[src/rtl/fcl1_sram_sched.sv]
// Burst scheduler for the single-port FC-layer-1 weight SRAM: arbitrates loader writes against
// MAC reads, throttled by a two-bank credit count, and tracks read bursts per layer pass.
module fcl1_sram_sched #(
  parameter int unsigned SRAM_CNT_WIDTH   = 3,
  parameter int unsigned BURST_LEN        = 5,
  parameter int unsigned NEURON_CNT       = 120,
  parameter int unsigned NEURON_CNT_WIDTH = 7
) (
  input  logic                        fcl_ctrl_clk,
  input  logic                        fcl_ctrl_rst_b,
  input  logic                        fcl1_wake_i,
  input  logic                        fcl1_restart_i,
  input  logic                        wr_req_i,
  input  logic                        rd_req_i,
  output logic                        wr_gnt_o,
  output logic                        rd_gnt_o,
  output logic                        sram_wr_en_o,
  output logic                        sram_rd_en_o,
  output logic [SRAM_CNT_WIDTH-1:0]   sram_addr_o,
  output logic                        sram_bank_o,
  output logic                        burst_done_o,
  output logic [NEURON_CNT_WIDTH-1:0] neuron_idx_o,
  output logic                        layer_done_o,
  output logic                        busy_o
);

  typedef enum logic [2:0] {StIdle, StArb, StWrBurst, StRdBurst, StDone} state_e;

  localparam logic [SRAM_CNT_WIDTH-1:0]   LastAddr   = SRAM_CNT_WIDTH'(BURST_LEN - 1);
  localparam logic [NEURON_CNT_WIDTH-1:0] LastNeuron = NEURON_CNT_WIDTH'(NEURON_CNT);

  state_e                      state_q, state_d;
  logic [1:0]                  credits_q, credits_d;
  logic                        wr_bank_q, wr_bank_d;
  logic                        rd_bank_q, rd_bank_d;
  logic [NEURON_CNT_WIDTH-1:0] neuron_idx_q, neuron_idx_d;
  logic [SRAM_CNT_WIDTH-1:0]   addr_q, addr_d;
  // Set when write wins the next tie; reset favours write.
  logic                        wr_turn_q, wr_turn_d;

  logic                        wr_elig, rd_elig, last_word;
  logic [NEURON_CNT_WIDTH-1:0] neuron_inc;

  assign wr_elig    = wr_req_i & (credits_q < 2'd2);
  assign rd_elig    = rd_req_i & (credits_q != 2'd0);
  assign last_word  = (addr_q == LastAddr);
  assign neuron_inc = neuron_idx_q + NEURON_CNT_WIDTH'(1);

  always_comb begin
    state_d      = state_q;
    credits_d    = credits_q;
    wr_bank_d    = wr_bank_q;
    rd_bank_d    = rd_bank_q;
    neuron_idx_d = neuron_idx_q;
    addr_d       = addr_q;
    wr_turn_d    = wr_turn_q;

    if (fcl1_restart_i) begin
      state_d      = StIdle;
      credits_d    = 2'd0;
      wr_bank_d    = 1'b0;
      rd_bank_d    = 1'b0;
      neuron_idx_d = '0;
      addr_d       = '0;
      wr_turn_d    = 1'b1;
    end else begin
      unique case (state_q)
        StIdle: begin
          if (fcl1_wake_i) state_d = StArb;
        end
        StArb: begin
          addr_d = '0;
          if (wr_elig && (!rd_elig || wr_turn_q)) begin
            state_d   = StWrBurst;
            wr_turn_d = 1'b0;
          end else if (rd_elig) begin
            state_d   = StRdBurst;
            wr_turn_d = 1'b1;
          end
        end
        StWrBurst: begin
          if (last_word) begin
            addr_d    = '0;
            credits_d = credits_q + 2'd1;
            wr_bank_d = ~wr_bank_q;
            state_d   = StArb;
          end else begin
            addr_d = addr_q + SRAM_CNT_WIDTH'(1);
          end
        end
        StRdBurst: begin
          if (last_word) begin
            addr_d       = '0;
            credits_d    = credits_q - 2'd1;
            rd_bank_d    = ~rd_bank_q;
            neuron_idx_d = neuron_inc;
            state_d      = (neuron_inc == LastNeuron) ? StDone : StArb;
          end else begin
            addr_d = addr_q + SRAM_CNT_WIDTH'(1);
          end
        end
        StDone: begin
          state_d = StDone;
        end
        default: state_d = StIdle;
      endcase
    end
  end

  always_ff @(posedge fcl_ctrl_clk or negedge fcl_ctrl_rst_b) begin
    if (!fcl_ctrl_rst_b) begin
      state_q      <= StIdle;
      credits_q    <= 2'd0;
      wr_bank_q    <= 1'b0;
      rd_bank_q    <= 1'b0;
      neuron_idx_q <= '0;
      addr_q       <= '0;
      wr_turn_q    <= 1'b1;
    end else begin
      state_q      <= state_d;
      credits_q    <= credits_d;
      wr_bank_q    <= wr_bank_d;
      rd_bank_q    <= rd_bank_d;
      neuron_idx_q <= neuron_idx_d;
      addr_q       <= addr_d;
      wr_turn_q    <= wr_turn_d;
    end
  end

  // Outputs decode registered state only.
  always_comb begin
    wr_gnt_o     = (state_q == StWrBurst);
    rd_gnt_o     = (state_q == StRdBurst);
    sram_wr_en_o = wr_gnt_o;
    sram_rd_en_o = rd_gnt_o;
    sram_addr_o  = (wr_gnt_o || rd_gnt_o) ? addr_q : '0;
    sram_bank_o  = wr_gnt_o ? wr_bank_q : (rd_gnt_o ? rd_bank_q : 1'b0);
    burst_done_o = (wr_gnt_o || rd_gnt_o) && last_word;
    neuron_idx_o = neuron_idx_q;
    layer_done_o = (state_q == StDone);
    busy_o       = (state_q != StIdle) && (state_q != StDone);
  end

endmodule

[config.mk]
export PLATFORM = sky130hd
export DESIGN_NAME = fcl1_sram_sched
export DESIGN_NICKNAME = d
export VERILOG_FILES = /design/src/rtl/fcl1_sram_sched.sv
export SDC_FILE = /design/constraint.sdc
export NUM_CORES = 1
export LEC_CHECK = 0
export CORE_UTILIZATION = 40
export DETAILED_ROUTE_END_ITERATION = 16
export PLACE_DENSITY = 0.74
export SYNTH_ARGS = -nofsm -noshare
export SYNTH_HDL_FRONTEND = slang
export SYNTH_SLANG_ARGS = --single-unit
[constraint.sdc]
create_clock -name fcl_ctrl_clk -period 1.6 [get_ports fcl_ctrl_clk]
set_input_delay 0.32 -clock fcl_ctrl_clk [delete_from_list [all_inputs] [get_ports fcl_ctrl_clk]]
set_output_delay 0.32 -clock fcl_ctrl_clk [all_outputs]
set_load 0.05 [all_outputs]
**After elaboration in Yosys (flattened, before gate mapping)**

Index checks and enable logic that the tools add are counted.

- Flip-flop bits (word level): 18
- Input bits: 6
- Output and inout bits: 18
- Word-level logic and storage cells: 80

- Add/subtract/negate cells: 4
- Magnitude comparators: 1
- Eq/ne operators: 11
- Multiplexer cells: 31
- Bitwise operators: 4
- Reduce and logical (&&, ||, !) cells: 22

Operators with widths:

| operator | number |
|---|---|
| $mux 3 | 10 |
| $mux 7 | 3 |
| $pmux 3 s5 | 1 |
| $mux 1 | 12 |
| $reduce_bool 3->1 | 4 |
| $reduce_bool 2->1 | 5 |
| $add 7x1->7 const B | 1 |
| $eq 7x7->1 const B | 1 |
| $eq 3x2->1 const B | 2 |
| $eq 3x3->1 const B | 2 |
| $mux 2 | 3 |
| $ne 3x2->1 const B | 2 |
| $ne 3x3->1 const B | 2 |
| $pmux 3 s2 | 1 |
| $reduce_and 2->1 | 3 |
| $ne 4x4->1 const B | 1 |
| $pmux 2 s2 | 1 |
| $reduce_and 4->1 | 1 |
| $add 3x1->3 const B | 1 |
| $eq 3x1->1 const B | 1 |
| $logic_and 1x1->1 | 3 |
| $logic_not 3->1 | 1 |
| $reduce_and 3->1 | 1 |
| $add 2x1->2 const B | 1 |
| other kinds (7) | 10 |

**Longest topological paths before layout**

- Word-level depth: 8
- Depth in mapped cells: 7
- Depth with buffers taken out: 7

**Worst setup path after synthesis**

OpenSTA, ideal clock, no wires.

- Path type: reg2out
- From: reg state_q[0]
- To: out sram_bank_o
- Data arrival time: 2.399 ns
- Required time: 1.280 ns
- Path slack: -1.119 ns
- Cell stages (with the launch flop): 4
- Buffers on the path: 1
- Path through: dfrtp_1 > buf_6 > nor3b_1 > a22o_1

- Elaborated cells on any way between the ends: 4
- Those cells by class: eq/ne: 2; mux: 2

RTL lines:

| element | line | source |
|---|---|---|
| start, declared | 32 | `state_e state_q, state_d;` |
| start signal, assigned | 112 | `state_q <= StIdle;` |
| start signal, assigned | 120 | `state_q <= state_d;` |
| $eq 3x2->1 | 132 | `wr_gnt_o = (state_q == StWrBurst);` |
| net sram_wr_en_o | 17 | `output logic sram_wr_en_o,` |
| $mux 1 | 137 | `sram_bank_o = wr_gnt_o ? wr_bank_q : (rd_gnt_o ? rd_bank_q : 1'b0);` |
| end, declared | 20 | `output logic sram_bank_o,` |

The timed path passes the listed nets, and every way through them passes these cells.

**Final worst setup path**

- From: reg state_q[1]
- To: out sram_bank_o

- Longest elaborated chain between the ends: 3
- Elaborated cells on any way between the ends: 4
- Those cells by class: eq/ne: 2; mux: 2

Ends and longest elaborated chain:

| element | line | source |
|---|---|---|
| $eq 3x2->1 | 133 | `rd_gnt_o = (state_q == StRdBurst);` |
| $mux 1 | 137 |  |
| $mux 1 * | 137 |  |

Mark *: on every way between the ends. The rest lies on a longest branch, timed or not.

==> results.ini <==
[outcome]
outcome = complete, but fails checks
violations = negative setup slack

[synth]
ys.flop_type = dfrtp_1
synth_cell_types = 44
synthTopCellsByArea = dfrtp_1 36%, nor2_1 5.7%, xor2_1 4.5%
synth.ff_latch_count = 18
syn_nets = 143
synth_edf_count = 0
syn_area_per_cell_um2 = 8.86
yosysTopAreaCell = dfrtp_1
syn-cell-area_mm2 = 0.00118
synthArstFlopShare = 1.00
synth_top_area_share = 0.361
synthCells = 133
yosysWarnings = 0
yosysSeqAreaShare = 0.383

[global_route]
grtUsageTotal = 0.205
grt-ovfl-total = 0
grt_max_degree = 19
grt_pass1_vias = 1110
antenna_found_initial = 0
grt_pass1_wl_mm = 5.07

[route]
post-route-drc-count = 0
routed_via_density = 5.39
wl_per_cell_um = 15.5
drt_iter0_drc = 42
drt-total-wl_mm = 3.25
ant_nets = 0
drtPass1Iterations = 4
routed-via-count = 1132

[sta]
timing.final.crit_period_ns = 1.78
setup_viol = 12
fin_crit_sh = 1.11
worst_slack_ns = -0.178
tightest_slew_ns = 0.335
final_max_slew_viol_count = 0
slew_headroom = 0.774
fmax_mhz = 562
fin_hold_ws_ns = 0.319
fin_worst_skew_ns = 0.00807
rsz0062_at_grt = true
hold_viol = 0

[floorplan]
dieArea_mm2 = 0.00317
die_h_um = 56.3
core_mm2 = 0.00278
rows = 19
ios = 24
initial_utilization = 0.424
die_w_um = 56.3

[finish]
finalInstanceArea_mm2 = 0.00194
area_delta_synth_final_pct = 64.8
drive_above_1_share = 0.453
instances_no_fill = 210
fin_nets = 190
fillers = 199
multi_input_area_um2 = 723
antenna_cells = 0
layout_commonest_cell = buf_4
post-route-util = 0.698
most-common-layout-cells = 19 x buf_4, 17 x nor2_1, 17 x buf_12, 10 x nand2_1, 9 x buf_6
seq_area_um2 = 468

[placed_design]
dpl.cell_count = 190
place_area_mm2 = 0.00171
dp_hpwl_mm = 2.05
routabilityCongestion = 0.849
dp_slack_ns = -0.107
port_buffers = 23

[pwr]
p_int_uw = 1230
p_sw_frac = 0.383
clkPwrFrac = 0.152
peakVddDrop_mv = 0.907
leakagePower_uw = 0.000835
p_switching_uw = 763
p_per_area_mw_per_mm2 = 1030
pwr-share-seq = 0.286
power_frac_comb = 0.563

[setup_path]
criticalPathCategory = reg2out
cp-end-kind = primary output
required_ns = 1.28
timing.rr.start = state_q[1]
arrival_ns = 1.46
cp-start-kind = register
worstPathMaxFanout = 4
worstSetupStartpoint = state_q[1]

[clock_network]
cts_tree = done
htreeDepth = 1
clk_pin_slew_ns = 0.12
cts_sinks = 18
cts_hold_buf = 0
root_buffer = clkbuf_4
insertion_delay_ns = 0.31
clockBufferDepth = 2
cts_made_buffers = 3

[hold_path]
hold_path.class = in2async

[job]
drv_cap = 0

## power groups by stage
| stage | logic (uW) | clock network, uW | registers [uW] |
|---|---|---|---|
| after floorplan | 557 | 0 | 547 |
| after global placement | 793 | 0 | 572 |
| after detailed placement | 812 | 0 | 576 |
| after CTS | 964 | 304 | 560 |
| after global routing | 1180 | 317 | 576 |
| final | 1120 | 302 | 569 |
## final timing paths
kind                       slack (ns)              end  depth (start not counted)
setup / recovery                -0.18      sram_bank_o                          4
hold / removal                   0.32  neuron_idx_o[0]                          2
setup reg to reg                -0.09       state_q[0]                          6
hold reg to reg                  0.58        wr_turn_q                          2
max in group asynchronous        1.01        wr_turn_q                          2
min in group fcl_ctrl_clk        0.58        wr_turn_q                          2
## flip-flops by register name (all words and copies together), names as in the netlist
register	cells
addr_q	3
credits_q	2
neuron_idx_o	7
rd_bank_q	1
state_q	3
wr_bank_q	1
wr_turn_q	1
## cell families after synthesis
kind of cell	synth area share
and+or+nand+nor	0.298
AOI/OAI and AO/OA	0.117
DFF	0.383
buffers and inverters	0.0690
xor gates and xnor gates	0.0817
adders and majority gates	0.0425
muxes	0.00849
## routing by layer
metal | global-route usage | vias to the layer above | part of all wire
met2 | 0.371 | 23 | 0.52
met3 | 0.0207 | 9 | 0.023
li1 | - | 550 | -
met1 | 0.254 | 550 | 0.43
met5 | 0 | - | 0
met4 | 0.0732 | 0 | 0.025
## metrics by stage
| stage | TNS (ns) | power, uW |
|---|---|---|
| final | -1.47 | 1990 |
| after global routing | -2.12 | 2080 |
| after CTS | -1.48 | 1830 |
| after detailed placement | -0.188 | 1390 |
| after global placement | -0.00690 | 1360 |
| after floorplan | -0.133 | 1100 |
## final cells by class
cell class	instances	area share
Clock buffer	4	0.0187
Inverter	7	0.0135
Sequential cell	18	0.241
Multi-Input combinational cell	99	0.372
Tap cell	31	0.0200
Timing Repair Buffer	51	0.334
## timing repair
| action | 4_1_cts | 5_1_grt |
|---|---|---|
| pin swaps | 6 | 12 |
| gates resized for setup | 15 | 11 |
| endpoints found under the setup margin | 12 | 16 |
| setup buffers | 9 | 7 |
## worst max-delay path, stage by stage (launching register included)
cell and delay (ns):
dfrtp_2 0.43, nor2b_4 0.15, and2_4 0.17, a22o_4 0.26, buf_12 0.14
## cell usage after synthesis (all sizes together) (2+ instances only)
cell type  instances
a21oi              5
a31oi              2
and2               4
and3               2
and4               2
buf                7
clkbuf             2
dfrtp             17
ha                 4
inv                7
nand2             10
nand3              6
nand4              3
nor2              18
nor3               2
nor3b              4
o21ai              6
or3                2
xnor2              5
xor2               6
(Power assumes the default switching activity.)
==> RTL change, RTL diff (same settings) <==
The 5 states of `state_e` get a one-hot encoding in 5 bits.
--- a/src/rtl/fcl1_sram_sched.sv
+++ b/src/rtl/fcl1_sram_sched.sv
@@ -25,5 +25,5 @@
 );
 
-  typedef enum logic [2:0] {StIdle, StArb, StWrBurst, StRdBurst, StDone} state_e;
+  typedef enum logic [4:0] {StIdle = 5'b00001, StArb = 5'b00010, StWrBurst = 5'b00100, StRdBurst = 5'b01000, StDone = 5'b10000} state_e;
 
   localparam logic [SRAM_CNT_WIDTH-1:0]   LastAddr   = SRAM_CNT_WIDTH'(BURST_LEN - 1);
Behaviour: same outputs for any inputs over 10 cycles, from zero or initial values and one cycle with fcl_ctrl_rst_b low; not proved beyond that.
==> RTL change against the unedited design <==
The run still ends with setup timing left. Clock power grew 2%. Setup slack worse by 0.27 ns. Design area up 28%. Non-clock buffer count increased by 39. Via count increased by 27%. Wire length increased by 50%. Sequential cell count rose by 2. Utilization increased by 17 points. Die area up 6.5%. Total power fell by 10%. Synthesized area up 6.7%. Combinational power shrank 19%. Critical endpoint is now sram_addr_o[1]. Largest cell class is now buffers.
==> RTL change: results (changes against the unedited design) <==
| Metric | Value |
|---|---|
| Share of cells above drive strength 1 | 64.32% (was 45.25%) |
| Peak VDD IR | 0.5590 mV (was 0.9066 mV) |
| Comb_multi_in | 104 (was 99) |
| Drt wl/cell | 18.11 um (was 15.45 um) |
| Clock network share of area | 1.456% (was 1.869%) |
| Vias in the first global route | 1455 (was 1110) |
| Top post-synthesis cells by area | dfrtp_1 36%, nor2_1 6.0%, dfstp_2 4.2% (was dfrtp_1 36%, nor2_1 5.7%, xor2_1 4.5%) |
| GPL Wtd Cong | 0.9646 (was 0.8489) |
| First-pass GRT wire length | 6713 um (was 5071 um) |
| Final WS setup | -0.4528 ns (was -0.1784 ns) |
| Met3 Routed Length | 209 um (was 74 um) |
| Pin count of the biggest net entering global routing | 21 (was 19) |
| Status | finished with violations (unchanged) |
| All-layer global routing usage | 26.56% (was 20.54%) |
| Synth Area in Compound Gates | 14.43% (was 11.68%) |
| Static Leakage | 1.088 nW (was 0.8346 nW) |
| # fillers | 137 (was 199) |
| Failing checks | setup timing (unchanged) |
| Setup violators final | 21 (was 12) |
| Delay-heaviest family, CP | simple AND/OR/NAND/NOR gates (was flip-flops) |
| Syn nets | 151 (was 143) |
| Non-Clock Buffer Area Fraction | 37.65% (was 33.44%) |
| Grt met3 use | 3.125% (was 2.074%) |
| Seq cells | 20 (was 18) |
| Non-CTS buffers | 90 (was 51) |
| Mux cell area share after synthesis | 1.990% (was 0.8493%) |
| Fraction of area in multi-input gates | 36.80% (was 37.24%) |
| DP Wirelength | 2817 um (was 2046 um) |
| Syn Area/Cell | 8.855 um2 (was 8.862 um2) |
| Met1 usage | 32.12% (was 25.37%) |
| Met2 usage | 47.45% (was 37.07%) |
[RTL change: metrics by stage]
| stage | utilization, % | cell area (um2) |
|---|---|---|
| global route | 86.65 | 2492 |
| global placement | 72.94 | 2098 |
| floorplan | - | 1365 |
| CTS | 79.73 | 2293 |
| detailed placement | 72.94 | 2098 |
| finish | 86.65 | 2492 |
[RTL change: path summary, 6_finish.rpt]
path | start | end | slack, ns
max in group asynchronous | fcl_ctrl_rst_b | state_q[0] | 0.99
worst min-delay path | fcl_ctrl_rst_b | wr_bank_q | 0.33
worst min register to register | wr_turn_q | wr_turn_q | 0.56
worst max register to register | neuron_idx_o[4] | state_q[1] | -0.30
min in group fcl_ctrl_clk | wr_turn_q | wr_turn_q | 0.56
worst max-delay path | state_q[3] | sram_addr_o[1] | -0.45
[RTL change: power breakdown]
part / internal, mW / total [mW] / switching (mW)
sequential: 0.543 / 0.572 / 0.0285
combinational: 0.451 / 0.909 / 0.457
clock: 0.139 / 0.308 / 0.169
